## config.mk

```make
export PLATFORM = sky130hd
export DESIGN_NAME = dmem_arbiter
export DESIGN_NICKNAME = d
export VERILOG_FILES = /design/src/rtl/dmem_arbiter.sv
export SDC_FILE = /design/constraint.sdc
export NUM_CORES = 1
export LEC_CHECK = 0
export BUFFER_PORTS_ARGS = -buffer_cell sky130_fd_sc_hd__buf_2
export CAP_MARGIN = 25
export CORE_AREA = 2 2 122 124
export CTS_BUF_LIST = sky130_fd_sc_hd__clkbuf_8
export DETAILED_ROUTE_END_ITERATION = 10
export DIE_AREA = 0 0 124 126
export GPL_TIMING_DRIVEN = 1
export PLACE_DENSITY_LB_ADDON = 0.08
export RECOVER_POWER = 50
export SETUP_SLACK_MARGIN = 0.3
export SLEW_MARGIN = 0
export SYNTH_ARGS = -nofsm -noshare
export SYNTH_HDL_FRONTEND = slang
export SYNTH_SLANG_ARGS = --single-unit
```

## constraint.sdc

```tcl
create_clock -name clk -period 2 [get_ports clk]
set_input_delay 0.1 -clock clk [delete_from_list [all_inputs] [get_ports clk]]
set_output_delay 0.1 -clock clk [all_outputs]
set_load 0.02 [all_outputs]
```

## src/rtl/dmem_arbiter.sv

```systemverilog
// dmem_arbiter: round-robin two-port sequencer in front of a single-port DataMemory.
// Optional WAIT timeout with err pulse is enabled by defining DMEM_ARB_TIMEOUT_EN.
module dmem_arbiter #(
   parameter int DW       = 32,
   parameter int AW       = 32,
   parameter int MIN_WAIT = 1,
   parameter int MAX_WAIT = 64
) (
   input  logic          clk,
   input  logic          reset,
   input  logic          req0,
   input  logic          req1,
   input  logic          we0,
   input  logic          we1,
   input  logic [AW-1:0] addr0,
   input  logic [AW-1:0] addr1,
   input  logic [DW-1:0] wdata0,
   input  logic [DW-1:0] wdata1,
   output logic          ack0,
   output logic          ack1,
   output logic          err0,
   output logic          err1,
   output logic [DW-1:0] rdata0,
   output logic [DW-1:0] rdata1,
   output logic          stall0,
   output logic          stall1,
   output logic          mem_we,
   output logic [AW-1:0] mem_addr,
   output logic [DW-1:0] mem_wdata,
   input  logic [DW-1:0] mem_rdata,
   input  logic          mem_ready
);
`ifdef DMEM_ARB_TIMEOUT_EN
   localparam logic TMO_EN = 1'b1;
`else
   localparam logic TMO_EN = 1'b0;
`endif
   typedef enum logic [1:0] {IDLE, SETUP, WAIT, DONE} state_t;
   state_t        state_q, state_d;
   logic          grant_q, grant_d, last_q, last_d, we_q, we_d, err_q, err_d;
   logic [AW-1:0] addr_q, addr_d;
   logic [DW-1:0] wdata_q, wdata_d, rdata0_q, rdata0_d, rdata1_q, rdata1_d;
   logic [7:0]    cnt_q, cnt_d;
   logic          ready_ok, timeout, pick;
   assign ready_ok = mem_ready && (({1'b0, cnt_q} + 9'd1) >= 9'(MIN_WAIT));
   assign timeout  = TMO_EN && !ready_ok && (cnt_q == 8'(MAX_WAIT - 1));
   // on a tie the port that did not win last time goes first
   assign pick     = (req0 && req1) ? ~last_q : req1;
   always_comb begin
      state_d  = state_q;
      grant_d  = grant_q;
      last_d   = last_q;
      we_d     = we_q;
      err_d    = err_q;
      addr_d   = addr_q;
      wdata_d  = wdata_q;
      rdata0_d = rdata0_q;
      rdata1_d = rdata1_q;
      cnt_d    = cnt_q;
      case (state_q)
         IDLE: if (req0 || req1) begin
            grant_d = pick;
            last_d  = pick;
            we_d    = pick ? we1 : we0;
            addr_d  = pick ? addr1 : addr0;
            wdata_d = pick ? wdata1 : wdata0;
            err_d   = 1'b0;
            state_d = SETUP;
         end
         SETUP: begin
            cnt_d   = 8'd0;
            state_d = WAIT;
         end
         WAIT: begin
            cnt_d = (cnt_q == 8'hff) ? cnt_q : cnt_q + 8'd1;
            if (ready_ok) begin
               if (!we_q && grant_q) rdata1_d = mem_rdata;
               if (!we_q && !grant_q) rdata0_d = mem_rdata;
               state_d = DONE;
            end else if (timeout) begin
               err_d   = 1'b1;
               state_d = DONE;
            end
         end
         default: state_d = IDLE;
      endcase
   end
   always_ff @(posedge clk) begin
      if (reset) begin
         state_q  <= IDLE;
         grant_q  <= 1'b0;
         last_q   <= 1'b1;
         we_q     <= 1'b0;
         err_q    <= 1'b0;
         addr_q   <= '0;
         wdata_q  <= '0;
         rdata0_q <= '0;
         rdata1_q <= '0;
         cnt_q    <= 8'd0;
      end else begin
         state_q  <= state_d;
         grant_q  <= grant_d;
         last_q   <= last_d;
         we_q     <= we_d;
         err_q    <= err_d;
         addr_q   <= addr_d;
         wdata_q  <= wdata_d;
         rdata0_q <= rdata0_d;
         rdata1_q <= rdata1_d;
         cnt_q    <= cnt_d;
      end
   end
   assign ack0      = (state_q == DONE) && !grant_q;
   assign ack1      = (state_q == DONE) && grant_q;
   assign err0      = TMO_EN && ack0 && err_q;
   assign err1      = TMO_EN && ack1 && err_q;
   assign mem_we    = (state_q == DONE) && we_q && !err_q;
   assign mem_addr  = addr_q;
   assign mem_wdata = wdata_q;
   assign rdata0    = rdata0_q;
   assign rdata1    = rdata1_q;
   assign stall0    = req0 && !ack0;
   assign stall1    = req1 && !ack1;
endmodule

```

After elaboration in Yosys (flattened, before gate mapping):

Cells that the tools add are included.

* bits of input ports: 167
* output and inout port bits: 135
* register bits: 141

* reduce and logical (&&, ||, !) cells: 21
* $lt $le $gt $ge: 1
* $add $sub $neg: 2
* bitwise gates (word level): 1
* equal/unequal tests: 7
* multiplexer cells: 9

Operator list (number)
* $mux 32: 2
* $pmux 8 s2: 1
* $add 8x1->9 const B: 1
* $ge 9x1->1 const B: 1
* $logic_and 1x1->1: 9
* $add 8x1->8 const B: 1
* $eq 8x8->1 const B: 1
* $mux 8: 1
* $ne 2x2->1 const B: 3
* $pmux 2 s3: 1
* $reduce_and 2->1: 3
* $reduce_and 3->1: 2
* $eq 2x2->1 const B: 2
* $logic_not 1->1: 4
* $mux 2: 2
* $eq 2x1->1 const B: 1
* $logic_not 2->1: 1
* $mux 1: 2
* $reduce_bool 2->1: 1
* $logic_or 1x1->1: 1
* $not 1->1: 1

Logic depth before layout (Yosys ltp):

Gate-level depths: netlist of the first run.

* word-level depth: 5
* gate-level depth with buffers: 9
* depth with buffers taken out: 7

Least setup slack after synthesis of the first run:

OpenSTA, ideal clock, no wires.

* kind: reg-to-reg
* start: register cnt_q[0]
* end: register rdata0_q[24] (netlist: rdata0[24])
* library setup time: 0.128 ns
* data arrival time: 1.923 ns
* slack: -0.050 ns
* cell stages (with the launch flop): 9
* period minus slack after synthesis: 2.050 ns
* cell sequence: dfxtp_1 -> inv_1 -> ha_1 -> or4_1 -> a21oi_4 -> a31oi_4 -> buf_8 -> mux2i_1 -> nor2_1

* word-level cells in the longest chain between the ends: 4

Ends and longest elaborated chain
* start, declared: RTL line 43 `logic [7:0] cnt_q, cnt_d;`
* start signal, assigned: RTL line 110 `cnt_q <= cnt_d;`
* $add 8x1->9: RTL line 45 `assign ready_ok = mem_ready && (({1'b0, cnt_q} + 9'd1) >= 9'(MIN_WAIT));`
* $ge 9x1->1: RTL line 45
* $logic_and 1x1->1: RTL line 45
* $reduce_and 3->1 (no source line)
* end signal, assigned: RTL line 108 `rdata0_q <= rdata0_d;`
* end, declared: RTL line 42 `logic [DW-1:0] wdata_q, wdata_d, rdata0_q, rdata0_d, rdata1_q, rdata1_d;`

Every way passes these cells.
A chain may end at the register's enable or synchronous reset.

Final worst setup path of the first run:

* start: register cnt_q[1]
* end: register rdata0_q[7] (netlist: rdata0[7])

Same word-level chain as after synthesis.

==> out/results.tsv, run 1 <==
stage	metric	value	unit
outcome	status	finished, violations left	
outcome	violated checks	negative setup slack	
detailed_routing	DR DRC count	0	
floorplanning	core region area	0.0143	mm2
grt	vias in the first global route	6032	
run	Max Cap Viol	0	
logic_synthesis	post-synthesis compound-gate area fraction	0.121	
floorplanning	die area	0.0156	mm2
floorplanning	# rows	44	
logic_synthesis	Post-synth EDFFs	0	
detailed_routing	Vias	5930	
logic_synthesis	Synth cell types	42	
logic_synthesis	post-synthesis cell count	604	
power	Seq pwr share	0.363	
logic_synthesis	main combinational cell family by area after synthesis	multiplexers	
worst_setup_path	critical path type	reg -> reg	
clock_tree	CTS sink cnt	141	
logic_synthesis	mean post-synth cell area	9.97	um2
sta	final worst slack	-109	ps
detailed_routing	number of nets with antenna violations after routing	0	
clock_tree	Clock Tree Buf Depth	2	
logic_synthesis	largest area contributor in the netlist	dfxtp_1	
power	Clock power frac	0.239	
power	switching power	3.86	mW
logic_synthesis	most frequent cell after synthesis	dfxtp_1	
logic_synthesis	asr flop ratio synth	0	
worst_setup_path	CP bufs+invs	2	
power	Gate power share	0.398	
logic_synthesis	Post-Synth Simple-Gate Area	0.125	
sta	Hold Slack	19.2	ps
place	GPL Wtd Cong	0.831	
logic_synthesis	synth cell count leaders	dfxtp_1 (141), nor2_1 (136), mux2i_1 (132)	
clock_tree	Clock Tree Root	clkbuf_8	
clock_tree	clock buffers created by TritonCTS	17	
logic_synthesis	top_reg_cell synth	dfxtp_1	
clock_tree	Clk Latency, worst-skew pair	430	ps
worst_setup_path	Critical Path Fanout Max	5	
floorplanning	I/O pin total	302	
grt	first-pass GRT wire length	28500	um
logic_synthesis	synth warn	0	
sta	Fmax achieved	0.474	GHz
power	switching share of total power	0.374	
floorplanning	die width	124	um
detailed_routing	Detailed Route WL	18900	um
grt	overall global routing resource usage	0.232	
detailed_routing	DR WL/cell	15.7	um
grt	antenna violations before repair	0	
grt	largest net degree at the start of global routing	50	
logic_synthesis	xor/xnor share of the synthesized area	0.00145	
logic_synthesis	Synth top area share	0.469	
logic_synthesis	post-synthesis cell area	0.00602	mm2
logic_synthesis	Synth area leaders	dfxtp_1 (47%), mux2i_1 (22%), nor2_1 (8.5%)	
worst_setup_path	critical path cell sequence	ha_2, xor2_1, or4_4, a21oi_4, a31oi_4, buf_6, buf_12, mux2i_1, nor2_1	
hold_path	worst hold path class	in -> reg	
detailed_routing	drt pass-1 iters	4	
worst_setup_path	Slowest-stage cell, CP	or4_4	
logic_synthesis	register area share after synthesis	0.469	
sta	RSZ-0062 raised after global routing	true	
sta	final worst-path cycle share	1.05	
cells_and_area	layout cells sized above 1	0.277	
cells_and_area	P&R area growth vs syn	54.8	%
clock_tree	clk slew on worst S/H paths	70	ps
power	P_leak	3.88	nW
logic_synthesis	register bit total from synthesis	141	
sta	min Tclk post-route	2110	ps
sta	Final Skew	13.0	ps
clock_tree	CTS tree	built	
worst_setup_path	capturing element type of the critical path	flip-flop	
cells_and_area	antenna cells	0	
place	dpl hpwl	12400	um
worst_setup_path	WP data arrival	2420	ps
grt	Overflow after GRT	0	
worst_setup_path	CP top delay family	simple AND/OR/NAND/NOR gates	
floorplanning	Die Ht	126	um
power	worst vdd ir	0.807	mV
cells_and_area	Finished Core Util	0.652	
cells_and_area	Nets	1182	
place	Port Buffers	299	
worst_setup_path	delay of the slowest critical-path stage	430	ps
cells_and_area	FILL cells	1179	
worst_setup_path	Worst setup SP type	flip-flop	
logic_synthesis	area share of fa/ha/maj cells after synthesis	0.0125	
cells_and_area	Multi-input gate area	0.00298	mm2
worst_setup_path	Worst EP required	2310	ps
clock_tree	H-tree Lvls	4	
sta	Fin. Hold Viols	0	
cells_and_area	register area	0.00283	mm2
detailed_routing	Starting DRT DRC Count	244	
sta	Final Max Slew Viols	0	
logic_synthesis	post-synthesis mux area share	0.222	
worst_setup_path	reg2reg setup slack	-110	ps
power	Power Density	1110	mW/mm2
detailed_routing	vias per cell	4.92	
power	Power Internal	6.47	mW
sta	setup violators final	54	
floorplanning	initial core utilization	0.421	
cells by family after synthesis:
logic type                 count (synthesis)
and+or+nand+nor                          175
DFF                                      141
muxes                                    133
AOI/OAI and AO/OA                         92
buffers and inverters                     55
adders and majority gates                  6
other                                      1
xor gates and xnor gates                   1
state kept, by name, indices dropped and copies added (netlist names):
| register | cells |
|---|---|
| state_q | 2 |
| we_q | 1 |
| grant_q | 1 |
| cnt_q | 8 |
| rdata1 | 32 |
| mem_wdata | 32 |
| mem_addr | 32 |
| rdata0 | 32 |
| last_q | 1 |
cells in the final DEF, fill, tap and decap left out, types with 4 or more instances in the layout:
master / netlist / layout
dlygate4sd3_1: 0 / 106
dfxtp_1: 141 / 137
a21oi_1: 9 / 9
bufinv_16: 0 / 4
clkinv_2: 0 / 4
inv_1: 5 / 4
a211oi_1: 66 / 65
nand2b_1: 6 / 6
clkbuf_8: 0 / 19
buf_2: 7 / 194
buf_4: 4 / 17
mux2i_1: 132 / 131
nor2_1: 136 / 136
nand2_1: 5 / 5
nand3_1: 4 / 4
clkbuf_1: 32 / 104
buf_12: 0 / 8
final cells by class:
cell class                      count  share of cell area
Multi-Input combinational cell    409               0.319
Timing Repair Buffer              435               0.304
Sequential cell                   141               0.303
Clock buffer                       19              0.0280
Tap cell                          184              0.0247
Clock inverter                     12              0.0181
Inverter                            5             0.00201
tightest hold or removal path, cell delays in order:
cell      delay, ps
buf_2           100
mux2i_1         120
a211oi_1         80
routing by layer:
layer | GRT usage | share of wire
met1 | 0.246 | 0.40
met2 | 0.425 | 0.51
met3 | 0.0725 | 0.070
met4 | 0.0866 | 0.024
met5 | 0 | 0
stage by stage:
step	setup slack (ps)	instance area, um2	cells	setup TNS [ps]	total power, mW
5_1_grt	-182	9330	1205	-7600	10.9
3_3_place_gp	-37.5	7730	1058	-1460	7.27
4_1_cts	-108	9350	1199	-4130	10.3
6_report	-109	9330	1205	-3710	10.3
2_1_floorplan	17.1	6040	605	0	6.18
3_5_place_dp	-100	7730	1058	-4710	7.36
path summary, 6_finish.rpt:
check	start	endpoint	cells past startpoint
worst min register to register	rdata1[7]	rdata1[7]	2
worst max register to register	cnt_q[1]	rdata0[7]	9
worst max-delay path	cnt_q[1]	rdata0[7]	9
worst min-delay path	addr1[0]	mem_addr[0]	3
repair_timing:
item	4_1_cts	5_1_grt
cloned	3	1
setup buffers	3	3
gates resized for setup	9	15
pin swaps	0	1
hold buffers	104	2
endpoints found under the setup margin	123	138
hold endpoints to repair	106	2
power by group through the flow:
stage | logic [mW] | registers [mW] | clock network (mW)
after floorplan | 1.76 | 4.42 | 0
after global placement | 3.52 | 3.75 | 0
after detailed placement | 3.59 | 3.77 | 0
after CTS | 4.02 | 3.73 | 2.54
after global routing | 4.46 | 3.82 | 2.65
final | 4.11 | 3.75 | 2.47
No activity file was read; power rests on OpenSTA's default activity.
==> inputs of run 2 (changes only) <==
Settings changed: SKIP_CTS_REPAIR_TIMING from default to 1.
==> run 2 against run 1 <==
  * The flow finishes with violations (negative hold slack, negative setup slack)
  * Sequential power hardly changed
  * Die area did not move
  * Clock power hardly changed
  * Critical path depth fell by 1
  * Non-clock buffer count down 59
  * Via count fell by 3.9%
  * Routed wire length decreased by 3.0%
  * Combinational power shrank 2%
  * Flip-flop and latch count stayed put
  * Cell count down 4.9%
  * Total power decreased by 0.86%
==> out/results.tsv, run 2 (synthesis gave the netlist of run 1 again) <==
stage	metric	value	unit	change
floorplanning	# rows	44		unchanged
power	Seq pwr share	0.365		was 0.363
worst_setup_path	WP data arrival	2420	ps	about the same
detailed_routing	DR WL/cell	16.0	um	was 15.7 um
power	P_leak	3.65	nW	was 3.88 nW
outcome	violated checks	negative hold slack, negative setup slack		was negative setup slack
sta	Fmax achieved	0.476	GHz	was 0.474 GHz
place	DP Area	0.00773	mm2	unchanged
sta	setup violators final	65		was 54
sta	Hold Slack	-7.84	ps	was 19.2 ps
detailed_routing	wl on met1	7270	um	was 7560 um
cells_and_area	P&R area growth vs syn	45.9	%	was 54.8%
cells_and_area	commonest non-fill, non-tap cells in the layout	buf_2 (194), dfxtp_1 (138), nor2_1 (136)		was buf_2 (194), dfxtp_1 (137), nor2_1 (136)
grt	vias in the first global route	5211		was 6032
clock_tree	clk slew on worst S/H paths	80	ps	was 70 ps
grt	largest net degree at the start of global routing	94		was 50
detailed_routing	Routed met2 length	9360	um	was 9600 um
clock_tree	Clock Tree Root	clkbuf_8		unchanged
floorplanning	die width	124	um	unchanged
power	switching share of total power	0.376		was 0.374
grt	antenna violations before repair	0		unchanged
outcome	status	finished, violations left		unchanged
cells_and_area	layout cells sized above 1	0.295		was 0.277
sta	RSZ-0062 raised after global routing	true		unchanged
grt	overall global routing resource usage	0.204		was 0.232
power	Clock power frac	0.242		was 0.239
clock_tree	CTS sink cnt	141		unchanged
floorplanning	die area	0.0156	mm2	unchanged
worst_setup_path	R2R Path Start	cnt_q[0]		was cnt_q[1]
detailed_routing	Starting DRT DRC Count	235		was 244
cells_and_area	Post-Layout Cell Count	1146		was 1205
worst_setup_path	R2R cell count	8		was 9
worst_setup_path	Critical Path Fanout Max	10		was 5
grt	Overflow after GRT	0		unchanged
hold_path	worst hold path class	in -> reg		unchanged
clock_tree	clock buffers created by TritonCTS	17		unchanged
hold_path	worst hold path stage count	3		unchanged
power	Gate power share	0.393		was 0.398
sta	final worst slack	-100	ps	was -109 ps
worst_setup_path	Worst EP required	2320	ps	was 2310 ps
detailed_routing	routed length on met3	1400	um	was 1320 um
detailed_routing	number of nets with antenna violations after routing	0		unchanged
power	Power Internal	6.40	mW	was 6.47 mW
cells_and_area	final instance area	0.00879	mm2	was 0.00933 mm2
power	worst vdd ir	0.720	mV	was 0.807 mV
worst_setup_path	capturing element type of the critical path	flip-flop		unchanged
sta	final worst-path cycle share	1.05		about the same
detailed_routing	drt pass-1 iters	4		unchanged
worst_setup_path	critical path cell sequence	inv_2, ha_4, or4_4, a21oi_4, a31oi_4, clkbuf_16, mux2i_1, nor2_1		was ha_2, xor2_1, or4_4, a21oi_4, a31oi_4, buf_6, buf_12, mux2i_1, nor2_1
detailed_routing	DR DRC count	0		unchanged
place	Port Buffers	299		unchanged
sta	Final Skew	17.6	ps	was 13.0 ps
hold_path	hold path startpoint	addr0[22]		was addr1[0]
detailed_routing	Detailed Route WL	18400	um	was 18900 um
floorplanning	I/O pin total	302		unchanged
clock_tree	Clk Latency, worst-skew pair	440	ps	was 430 ps
detailed_routing	vias per cell	4.97		was 4.92
place	Inst Count DP	1058		unchanged
floorplanning	core region area	0.0143	mm2	unchanged
power	Power Density	1170	mW/mm2	was 1110 mW/mm2
clock_tree	Clock Tree Buf Depth	2		unchanged
detailed_routing	highest routed layer	met4		unchanged
worst_setup_path	Worst setup SP type	flip-flop		unchanged
power	switching power	3.85	mW	was 3.86 mW
worst_setup_path	reg2reg setup slack	-100	ps	was -110 ps
hold_path	Hold Path End	mem_addr[22]		was mem_addr[0]
detailed_routing	Vias	5697		was 5930
floorplanning	initial core utilization	0.421		unchanged
sta	min Tclk post-route	2100	ps	was 2110 ps
worst_setup_path	delay of the slowest critical-path stage	480	ps	was 430 ps
place	dpl hpwl	12400	um	unchanged
worst_setup_path	critical path type	reg -> reg		unchanged
worst_setup_path	Slowest-stage cell, CP	or4_4		unchanged
cells_and_area	Nets	1123		was 1182
run	Max Cap Viol	0		unchanged
floorplanning	Die Ht	126	um	unchanged
sta	Final Max Slew Viols	0		unchanged
cells_and_area	commonest non-fill, non-tap cell in the layout	buf_2		unchanged
sta	Fin. Hold Viols	3		was 0
grt	first-pass GRT wire length	24900	um	was 28500 um
worst_setup_path	reg2reg end	rdata0[2]		was rdata0[7]
clock_tree	H-tree Lvls	4		unchanged
clock_tree	CTS tree	built		unchanged
cells_and_area	Finished Core Util	0.614		was 0.652
place	GPL Wtd Cong	0.831		unchanged
cells_and_area	antenna cells	0		unchanged
==> run 2: through the flow <==
stage                     total power, mW  hold WS [ps]  setup TNS (ps)  setup slack [ps]
after CTS                            9.85          -113           -5380              -124
after global routing                 10.8         0.249           -9380              -190
after detailed placement             7.36           362           -4710              -100
after floorplan                      6.18           247               0              17.1
final                                10.2         -7.84           -4320              -100
after global placement               7.27           347           -1460             -37.5
==> run 2: layout make-up <==
| type | instances | area, um2 |
|---|---|---|
| clock buffers | 19 | 262 |
| clock inverters | 12 | 169 |
| fillers | 1257 | 5530 |
| inverters | 5 | 18.8 |
| multi-input cells | 409 | 2990 |
| flip-flops and latches | 141 | 2830 |
| well taps | 184 | 230 |
| repair buffers | 376 | 2290 |
==> run 2: power groups by stage <==
| stage | registers (mW) | clock network [mW] | logic, mW |
|---|---|---|---|
| after CTS | 3.72 | 2.54 | 3.59 |
| final | 3.74 | 2.48 | 4.03 |
| after global routing | 3.82 | 2.65 | 4.37 |
| after floorplan | 4.42 | 0 | 1.76 |
| after global placement | 3.75 | 0 | 3.52 |
| after detailed placement | 3.77 | 0 | 3.59 |
==> run 2: worst max path at each step <==
stage	start	endpoint	slack (ps)	cells past startpoint
floorplan	cnt_q[1]	rdata0[24]	20	8
detailed placement	cnt_q[1]	rdata1[29]	-100	8
finish	cnt_q[0]	rdata0[2]	-100	8
global route	cnt_q[0]	rdata1[2]	-190	9
global placement	cnt_q[1]	rdata0[25]	-40	8
CTS	cnt_q[1]	state_q[0]	-120	7
==> run 2: per-layer routing <==
layer  vias to the layer above  global-route usage
li1                       2828                   -
met1                      2635               0.221
met2                       210               0.357
met3                        24              0.0788
met4                         0              0.0747
met5                         -                   0
==> run 2: worst max-delay path: cells and delay by family, from the launching register on <==
kind	cells	cell delay (ps)
simple gates	2	540
mux	1	160
fa+ha+maj	1	230
buf+inv	2	290
flops	1	360
compound gates	2	400
